[src/rtl/vsync_format_monitor.sv]
`timescale 1ns/1ps
`default_nettype none
// +--------------------------------------------------------------------------+
// | vsync_format_monitor                                                     |
// | Continuous PAL/NTSC classifier from the VSYNC falling-edge period.       |
// | Rev 1.0                                                                  |
// +--------------------------------------------------------------------------+
module vsync_format_monitor #(
   parameter int CNT_W          = 21,
   parameter int THRESHOLD_CYC  = 900000,
   parameter int MIN_PERIOD_CYC = 750000,
   parameter int MAX_PERIOD_CYC = 1100000,
   parameter int CONFIRM_N      = 3
) (
   input  logic             clk_in,
   input  logic             reset_in,
   input  logic             vsync_in,
   output logic             format_valid,
   output logic             format_type,
   output logic             format_changed,
   output logic [CNT_W-1:0] period_out,
   output logic             signal_lost
);

   localparam logic             FORMAT_NTSC = 1'b0;
   localparam logic [CNT_W-1:0] C_THR       = CNT_W'(THRESHOLD_CYC);
   localparam logic [CNT_W-1:0] C_MIN       = CNT_W'(MIN_PERIOD_CYC);
   localparam logic [CNT_W-1:0] C_MAX       = CNT_W'(MAX_PERIOD_CYC);
   localparam logic [3:0]       C_CONFIRM   = 4'(CONFIRM_N);

   typedef enum logic [1:0] {
      ST_IDLE    = 2'd0,
      ST_MEASURE = 2'd1,
      ST_LOCKED  = 2'd2
   } state_t;

   state_t           state_q, state_d;
   logic [2:0]       sync_q, sync_d;
   logic [CNT_W-1:0] cnt_q, cnt_d;
   logic [3:0]       match_q, match_d;
   logic             cand_q, cand_d;
   logic             valid_q, valid_d;
   logic             type_q, type_d;
   logic             changed_q, changed_d;
   logic [CNT_W-1:0] period_q, period_d;
   logic             lost_q, lost_d;

   logic w_fall;
   logic w_timeout;
   logic w_invalid;
   logic w_class;

   always_comb begin
      state_d   = state_q;
      sync_d    = {sync_q[1:0], vsync_in};
      cnt_d     = cnt_q;
      match_d   = match_q;
      cand_d    = cand_q;
      valid_d   = valid_q;
      type_d    = type_q;
      changed_d = 1'b0;
      period_d  = period_q;
      lost_d    = lost_q;

      // sync_q[2] is the oldest sample: high-then-low marks a falling edge
      w_fall    = sync_q[2] & ~sync_q[1];
      w_timeout = (state_q != ST_IDLE) && (cnt_q == C_MAX);
      w_invalid = (cnt_q < C_MIN);
      w_class   = (cnt_q > C_THR);

      case (state_q)
         ST_IDLE: begin
            cnt_d = '0;
            if (w_fall) begin
               cnt_d   = {{(CNT_W-1){1'b0}}, 1'b1};
               state_d = ST_MEASURE;
               lost_d  = 1'b0;
            end
         end
         default: begin
            if (w_timeout) begin
               valid_d = 1'b0;
               lost_d  = 1'b1;
               match_d = '0;
               // A coincident edge still starts the next measurement
               if (w_fall) begin
                  cnt_d   = {{(CNT_W-1){1'b0}}, 1'b1};
                  state_d = ST_MEASURE;
               end else begin
                  cnt_d   = '0;
                  state_d = ST_IDLE;
               end
            end else if (w_fall) begin
               cnt_d  = {{(CNT_W-1){1'b0}}, 1'b1};
               lost_d = 1'b0;
               if (w_invalid) begin
                  match_d = '0;
               end else begin
                  period_d = cnt_q;
                  if ((w_class == cand_q) && (match_q != 4'd0)) begin
                     match_d = (match_q >= C_CONFIRM) ? C_CONFIRM : match_q + 4'd1;
                  end else begin
                     cand_d  = w_class;
                     match_d = 4'd1;
                  end
                  if (match_d == C_CONFIRM) begin
                     if (state_q == ST_MEASURE) begin
                        valid_d = 1'b1;
                        type_d  = cand_d;
                        state_d = ST_LOCKED;
                     end else if (cand_d != type_q) begin
                        type_d    = cand_d;
                        changed_d = 1'b1;
                     end
                  end
               end
            end else begin
               cnt_d = cnt_q + {{(CNT_W-1){1'b0}}, 1'b1};
            end
         end
      endcase
   end

   always_ff @(posedge clk_in or posedge reset_in) begin
      if (reset_in) begin
         state_q   <= ST_IDLE;
         sync_q    <= 3'b111;
         cnt_q     <= '0;
         match_q   <= '0;
         cand_q    <= FORMAT_NTSC;
         valid_q   <= 1'b0;
         type_q    <= FORMAT_NTSC;
         changed_q <= 1'b0;
         period_q  <= '0;
         lost_q    <= 1'b0;
      end else begin
         state_q   <= state_d;
         sync_q    <= sync_d;
         cnt_q     <= cnt_d;
         match_q   <= match_d;
         cand_q    <= cand_d;
         valid_q   <= valid_d;
         type_q    <= type_d;
         changed_q <= changed_d;
         period_q  <= period_d;
         lost_q    <= lost_d;
      end
   end

   assign format_valid   = valid_q;
   assign format_type    = type_q;
   assign format_changed = changed_q;
   assign period_out     = period_q;
   assign signal_lost    = lost_q;

endmodule
`default_nettype wire

[config.mk]
export PLATFORM = sky130hd
export DESIGN_NAME = vsync_format_monitor
export DESIGN_NICKNAME = d
export VERILOG_FILES = /design/src/rtl/vsync_format_monitor.sv
export SDC_FILE = /design/constraint.sdc
export NUM_CORES = 1
export LEC_CHECK = 0
export BUFFER_PORTS_ARGS = -buffer_cell sky130_fd_sc_hd__buf_2
export CAP_MARGIN = 30
export CORE_MARGIN = 3
export CORE_UTILIZATION = 25
export CTS_CLUSTER_DIAMETER = 60
export DETAILED_ROUTE_END_ITERATION = 10
export PLACE_DENSITY_LB_ADDON = 0.1
export REMOVE_ABC_BUFFERS = 1
export SETUP_SLACK_MARGIN = 0.1
export SLEW_MARGIN = 20
export SYNTH_ARGS = -nofsm -noshare
export SYNTH_HDL_FRONTEND = slang
export SYNTH_SLANG_ARGS = --single-unit
[constraint.sdc]
create_clock -name clk_in -period 3 [get_ports clk_in]
set_input_delay 0.3 -clock clk_in [delete_from_list [all_inputs] [get_ports clk_in]]
set_output_delay 0.3 -clock clk_in [all_outputs]
set_load 0.05 [all_outputs]
After elaboration in Yosys (flattened, before gate mapping) --
Index checks and enable logic that the tools add are counted. Widths: inputs -> output; s select.
Word-level totals: register bits 56, input port bits 3, word-level logic and storage cells 87
Operators by class: $add $sub $neg 2, order comparisons 3, eq/ne operators 8, muxes and demuxes 43, bitwise operators 5, reduce and logical (&&, ||, !) cells 16
Operators by type and width (count):
- $mux 21 | 3
- $mux 4 | 9
- $mux 1 | 24
- $add 21x1->21 const B | 1
- $eq 21x21->1 const B | 1
- $gt 21x20->1 const B | 1
- $lt 21x20->1 const B | 1
- $mux 2 | 7
- $reduce_and 5->1 | 2
- $reduce_bool 2->1 | 5
- $reduce_and 6->1 | 1
- $reduce_bool 3->1 | 2
- $add 4x1->4 const B | 1
- $eq 4x2->1 const B | 1
- $ge 4x2->1 const B | 1
- $ne 2x2->1 const B | 2
- $not 1->1 | 4
- $reduce_and 4->1 | 1
- $reduce_bool 4->1 | 1
- $ne 3x2->1 const B | 1
- $eq 2x1->1 const B | 1
- $logic_and 1x1->1 | 2
- $logic_not 2->1 | 1
- $reduce_and 2->1 | 1
- other kinds (3) | 3

Longest topological paths before layout --
depth after elaboration 16, mapped depth 9, mapped depth without buffers 8

Least setup slack after synthesis --
No wires, ideal clock.
kind register to register, start register cnt_q[14], end register type_q (netlist: format_type), arrival time 2.273 ns, setup slack 0.602 ns, cell stages (with the launch flop) 8, path buffers 1, clock period less this slack 2.398 ns, cells stage by stage dfrtp_1 buf_4 nand3b_1 or4_4 o31a_1 a2111oi_4 nand3_2 mux2_4
Between the ends: cells in the longest elaborated chain, start to end 11
RTL lines:
- start: declaration | RTL line 39 | logic [CNT_W-1:0] cnt_q, cnt_d;
- start signal: assignment | RTL line 139 | cnt_q <= cnt_d;
- $gt 21x20->1 | RTL line 69 | w_class = (cnt_q > C_THR);
- $eq 1x1->1 | RTL line 100 | if ((w_class == cand_q) && (match_q != 4'd0)) begin
- $logic_and 1x1->1 | RTL line 100
- $mux 1 | RTL line 100
- $mux 1 | RTL line 96 | if (w_invalid) begin
- $mux 1 | RTL line 93 | end else if (w_fall) begin
- $mux 1 | RTL line 81 | if (w_timeout) begin
- $mux 1 | RTL line 71 | case (state_q)
- $ne 1x1->1 | RTL line 111 | end else if (cand_d != type_q) begin
- $reduce_bool 2->1 (no line)
- $reduce_and 6->1 (no line)
- end signal: assignment | RTL line 143 | type_q <= type_d;
- end: declaration | RTL line 43 | logic type_q, type_d;
Several ways; a longest one is shown, not always the timed one. The select of a mux whose other input is x is not followed. A chain may end at the register's enable or synchronous reset.

Worst setup path after layout --
start register cnt_q[2], end register type_q (netlist: format_type)
The elaborated chain is that of the path after synthesis.

==> insert_results.sql <==
INSERT INTO impl_metrics (metric_group, metric, value, unit) VALUES
('floorplanning', 'num_rows', '37', ''),
('worst_setup_path', 'path_cells', 'nor4b_1, nand3b_1, buf_4, o31a_1, a2111oi_4, nand3_2, mux2_4', ''),
('place', 'placedInstanceArea', '0.00310', 'mm2'),
('global_routing', 'grt_overflow_total', '0', ''),
('place', 'gp_congestion', '0.793', ''),
('detailed_routing', 'first_iter_violations', '46', ''),
('worst_setup_path', 'timing.critical_path.max_delay_family', 'compound AO/OA/AOI/OAI gates', ''),
('synth', 'synth-async-reset-ratio', '100', '%'),
('detailed_routing', 'finalWirelength', '6120', 'um'),
('floorplanning', 'fp.dieW', '110', 'um'),
('worst_setup_path', 'worst-path-stages', '7', ''),
('synth', 'synth_compound_area_share', '7.34', '%'),
('synth', 'syn_inst', '247', ''),
('power_and_ir_drop', 'internal_power', '1010', 'uW'),
('clock_tree', 'ctsResizeCount', '0', ''),
('place', 'placedCellCount', '415', ''),
('synth', 'synth_cell_types', '48', ''),
('power_and_ir_drop', 'sw_frac_of_total', '24.9', '%'),
('floorplanning', 'pin_count', '28', ''),
('run_status', 'outcome', 'finished, final reports clean', ''),
('clock_tree', 'cts_hold_repair.buffers', '0', ''),
('clock_tree', 'cts-buffers-inserted', '5', ''),
('synth', 'netlist_top_cells_count', 'sky130_fd_sc_hd__dfrtp_1, sky130_fd_sc_hd__nor2_1, sky130_fd_sc_hd__mux2_2', ''),
('synth', 'synth-edff-count', '0', ''),
('power_and_ir_drop', 'power_frac_comb', '7.9', '%'),
('clock_tree', 'cts-root-to-sink-buffers', '2', ''),
('clock_tree', 'count_of_h_tree_levels_built_during_cts', '2', ''),
('flow_run', 'max-cap-violations', '0', ''),
('detailed_routing', 'firstDrtPassIters', '4', ''),
('sta', 'maxSlewHeadroom', '50.1', '%'),
('sta', 'final.setup_skew', '0.00753', 'ns'),
('synth', 'synth.most_common_cell', 'sky130_fd_sc_hd__dfrtp_1', ''),
('power_and_ir_drop', 'switching_power', '336', 'uW'),
('synth', 'synthAdderAreaFrac', '1.86', '%'),
('power_and_ir_drop', 'power_density', '423', 'mW/mm2'),
('floorplanning', 'fp.coreArea', '0.0104', 'mm2'),
('hold_path', 'hold_path.class', 'in -> async', ''),
('worst_setup_path', 'critical_path.max_fanout', '6', ''),
('clock_tree', 'cts_root_buffer', 'sky130_fd_sc_hd__clkbuf_8', ''),
('synth', 'synth-xor-area-share', '6.50', '%'),
('worst_setup_path', 'cp-end-kind', 'flop', ''),
('detailed_routing', 'final_antenna_net_count', '0', ''),
('worst_setup_path', 'worstSetupStartpointType', 'flop', ''),
('synth', 'synth.top_cells.by_area', 'sky130_fd_sc_hd__dfrtp_1, sky130_fd_sc_hd__mux2_2, sky130_fd_sc_hd__nor2_1', ''),
('detailed_routing', 'remaining_drc_errors', '0', ''),
('power_and_ir_drop', 'leakagePower', '0.00149', 'uW'),
('cells_and_area', 'antenna-diode-count', '0', ''),
('clock_tree', 'post_cts_buffers', '0', ''),
('cells_and_area', 'post-route-cell-area', '0.00319', 'mm2'),
('floorplanning', 'start_util', '25.9', '%'),
('worst_setup_path', 'slowest_stage', 'sky130_fd_sc_hd__a2111oi_4', ''),
('sta', 'min_period_over_period', '90.7', '%'),
('worst_setup_path', 'cp_data_required_time', '3.20', 'ns'),
('synth', 'synth_flop_cell', 'sky130_fd_sc_hd__dfrtp_1', ''),
('sta', 'layout_min_cycle_time', '2.72', 'ns'),
('clock_tree', 'clock_insertion_delay_worst_skew', '0.31', 'ns'),
('power_and_ir_drop', 'power.ir.vdd_worst', '0.000204', 'V'),
('synth', 'syn_avg_cell_area', '10.9', 'um2'),
('power_and_ir_drop', 'seq_power_share', '59.9', '%'),
('sta', 'grt_setup_unrepaired', 'false', ''),
('power_and_ir_drop', 'clockPowerShare', '32.2', '%'),
('worst_setup_path', 'cp.buffers_inverters', '1', ''),
('floorplanning', 'fp.dieH', '110', 'um'),
('cells_and_area', 'fillerInstances', '1109', ''),
('global_routing', 'grt_use_total', '11.3', '%'),
('sta', 'final.setup.tns', '0', 'ns'),
('sta', 'maxClockFrequency', '0.368', 'GHz'),
('synth', 'yosysTopAreaCell', 'sky130_fd_sc_hd__dfrtp_1', ''),
('sta', 'final-hold-violation-count', '0', ''),
('sta', 'timing.final.setup_violations', '0', ''),
('cells_and_area', 'final_cells', '423', '');
layout by cell type, fill, tap and decap left out, types with 2 or more instances in the layout:
cell,instances
sky130_fd_sc_hd__a211oi_1,2
sky130_fd_sc_hd__a21o_1,2
sky130_fd_sc_hd__a21oi_1,7
sky130_fd_sc_hd__a22o_1,2
sky130_fd_sc_hd__and2_1,2
sky130_fd_sc_hd__and3_1,4
sky130_fd_sc_hd__and4_1,2
sky130_fd_sc_hd__buf_2,27
sky130_fd_sc_hd__buf_4,17
sky130_fd_sc_hd__clkbuf_8,6
sky130_fd_sc_hd__dfrtp_1,53
sky130_fd_sc_hd__dfstp_2,3
sky130_fd_sc_hd__ha_1,4
sky130_fd_sc_hd__inv_1,6
sky130_fd_sc_hd__mux2_2,21
sky130_fd_sc_hd__nand2_1,20
sky130_fd_sc_hd__nand2b_1,2
sky130_fd_sc_hd__nand3_1,6
sky130_fd_sc_hd__nand3_2,2
sky130_fd_sc_hd__nand3b_1,3
sky130_fd_sc_hd__nor2_1,33
sky130_fd_sc_hd__nor3_1,6
sky130_fd_sc_hd__nor4_1,5
sky130_fd_sc_hd__o21ai_0,4
sky130_fd_sc_hd__o31a_1,2
sky130_fd_sc_hd__or4_1,2
sky130_fd_sc_hd__xnor2_1,9
sky130_fd_sc_hd__xor2_1,11
final timing paths:
check / from / end
worst max-delay path: cnt_q[2] / format_type
worst max register to register: cnt_q[2] / format_type
min in group clk_in: vsync_in / sync_q[0]
worst min-delay path: reset_in / period_out[10]
worst min register to register: sync_q[0] / sync_q[1]
max in group asynchronous: reset_in / sync_q[0]
sequential cells by signal (all words and copies together) (netlist names):
name / flops
format_changed: 1
signal_lost: 1
cand_q: 1
format_type: 1
period_out: 21
format_valid: 1
sync_q: 3
cnt_q: 21
state_q: 2
match_q: 4
final cells by class:
class	count	area, um2	share of cell area [%]
clock inverters	1	7.51	0.235
flip-flops and latches	56	1410	44.0
clock buffers	7	86.3	2.71
multi-input cells	170	1200	37.6
inverters	7	26.3	0.824
well taps	136	170	5.33
repair buffers	46	294	9.22
power by group through the flow:
stage / combinational (uW) / clock [uW] / sequential, uW
after floorplan: 62.1 / 0 / 822
after global placement: 113 / 0 / 823
after detailed placement: 110 / 0 / 823
after CTS: 110 / 466 / 808
after global routing: 123 / 495 / 813
final: 106 / 435 / 808
cell families (layout without fill, tap and decap cells):
family	after synthesis	after routing
fa+ha+maj	4	4
xor+xnor	20	20
compound gates	26	26
flops	56	56
buf+inv	21	61
simple gates	98	98
mux	22	22
metal layers:
layer / GRT usage, % / wire length [um] / vias up
met5: 0 / 0 / -
met3: 2.11 / 189 / 4
met1: 15.4 / 3000 / 936
met4: 2.67 / 46 / 0
li1: - / - / 932
met2: 18.7 / 2880 / 26
per-stage QoR:
stage | worst slack, ns | total power (uW)
2_1_floorplan | 0.475 | 884
3_5_place_dp | 0.258 | 933
5_1_grt | 0.158 | 1430
4_1_cts | 0.226 | 1380
3_3_place_gp | 0.200 | 936
6_report | 0.280 | 1350
Power figures use the tool's default switching activity.
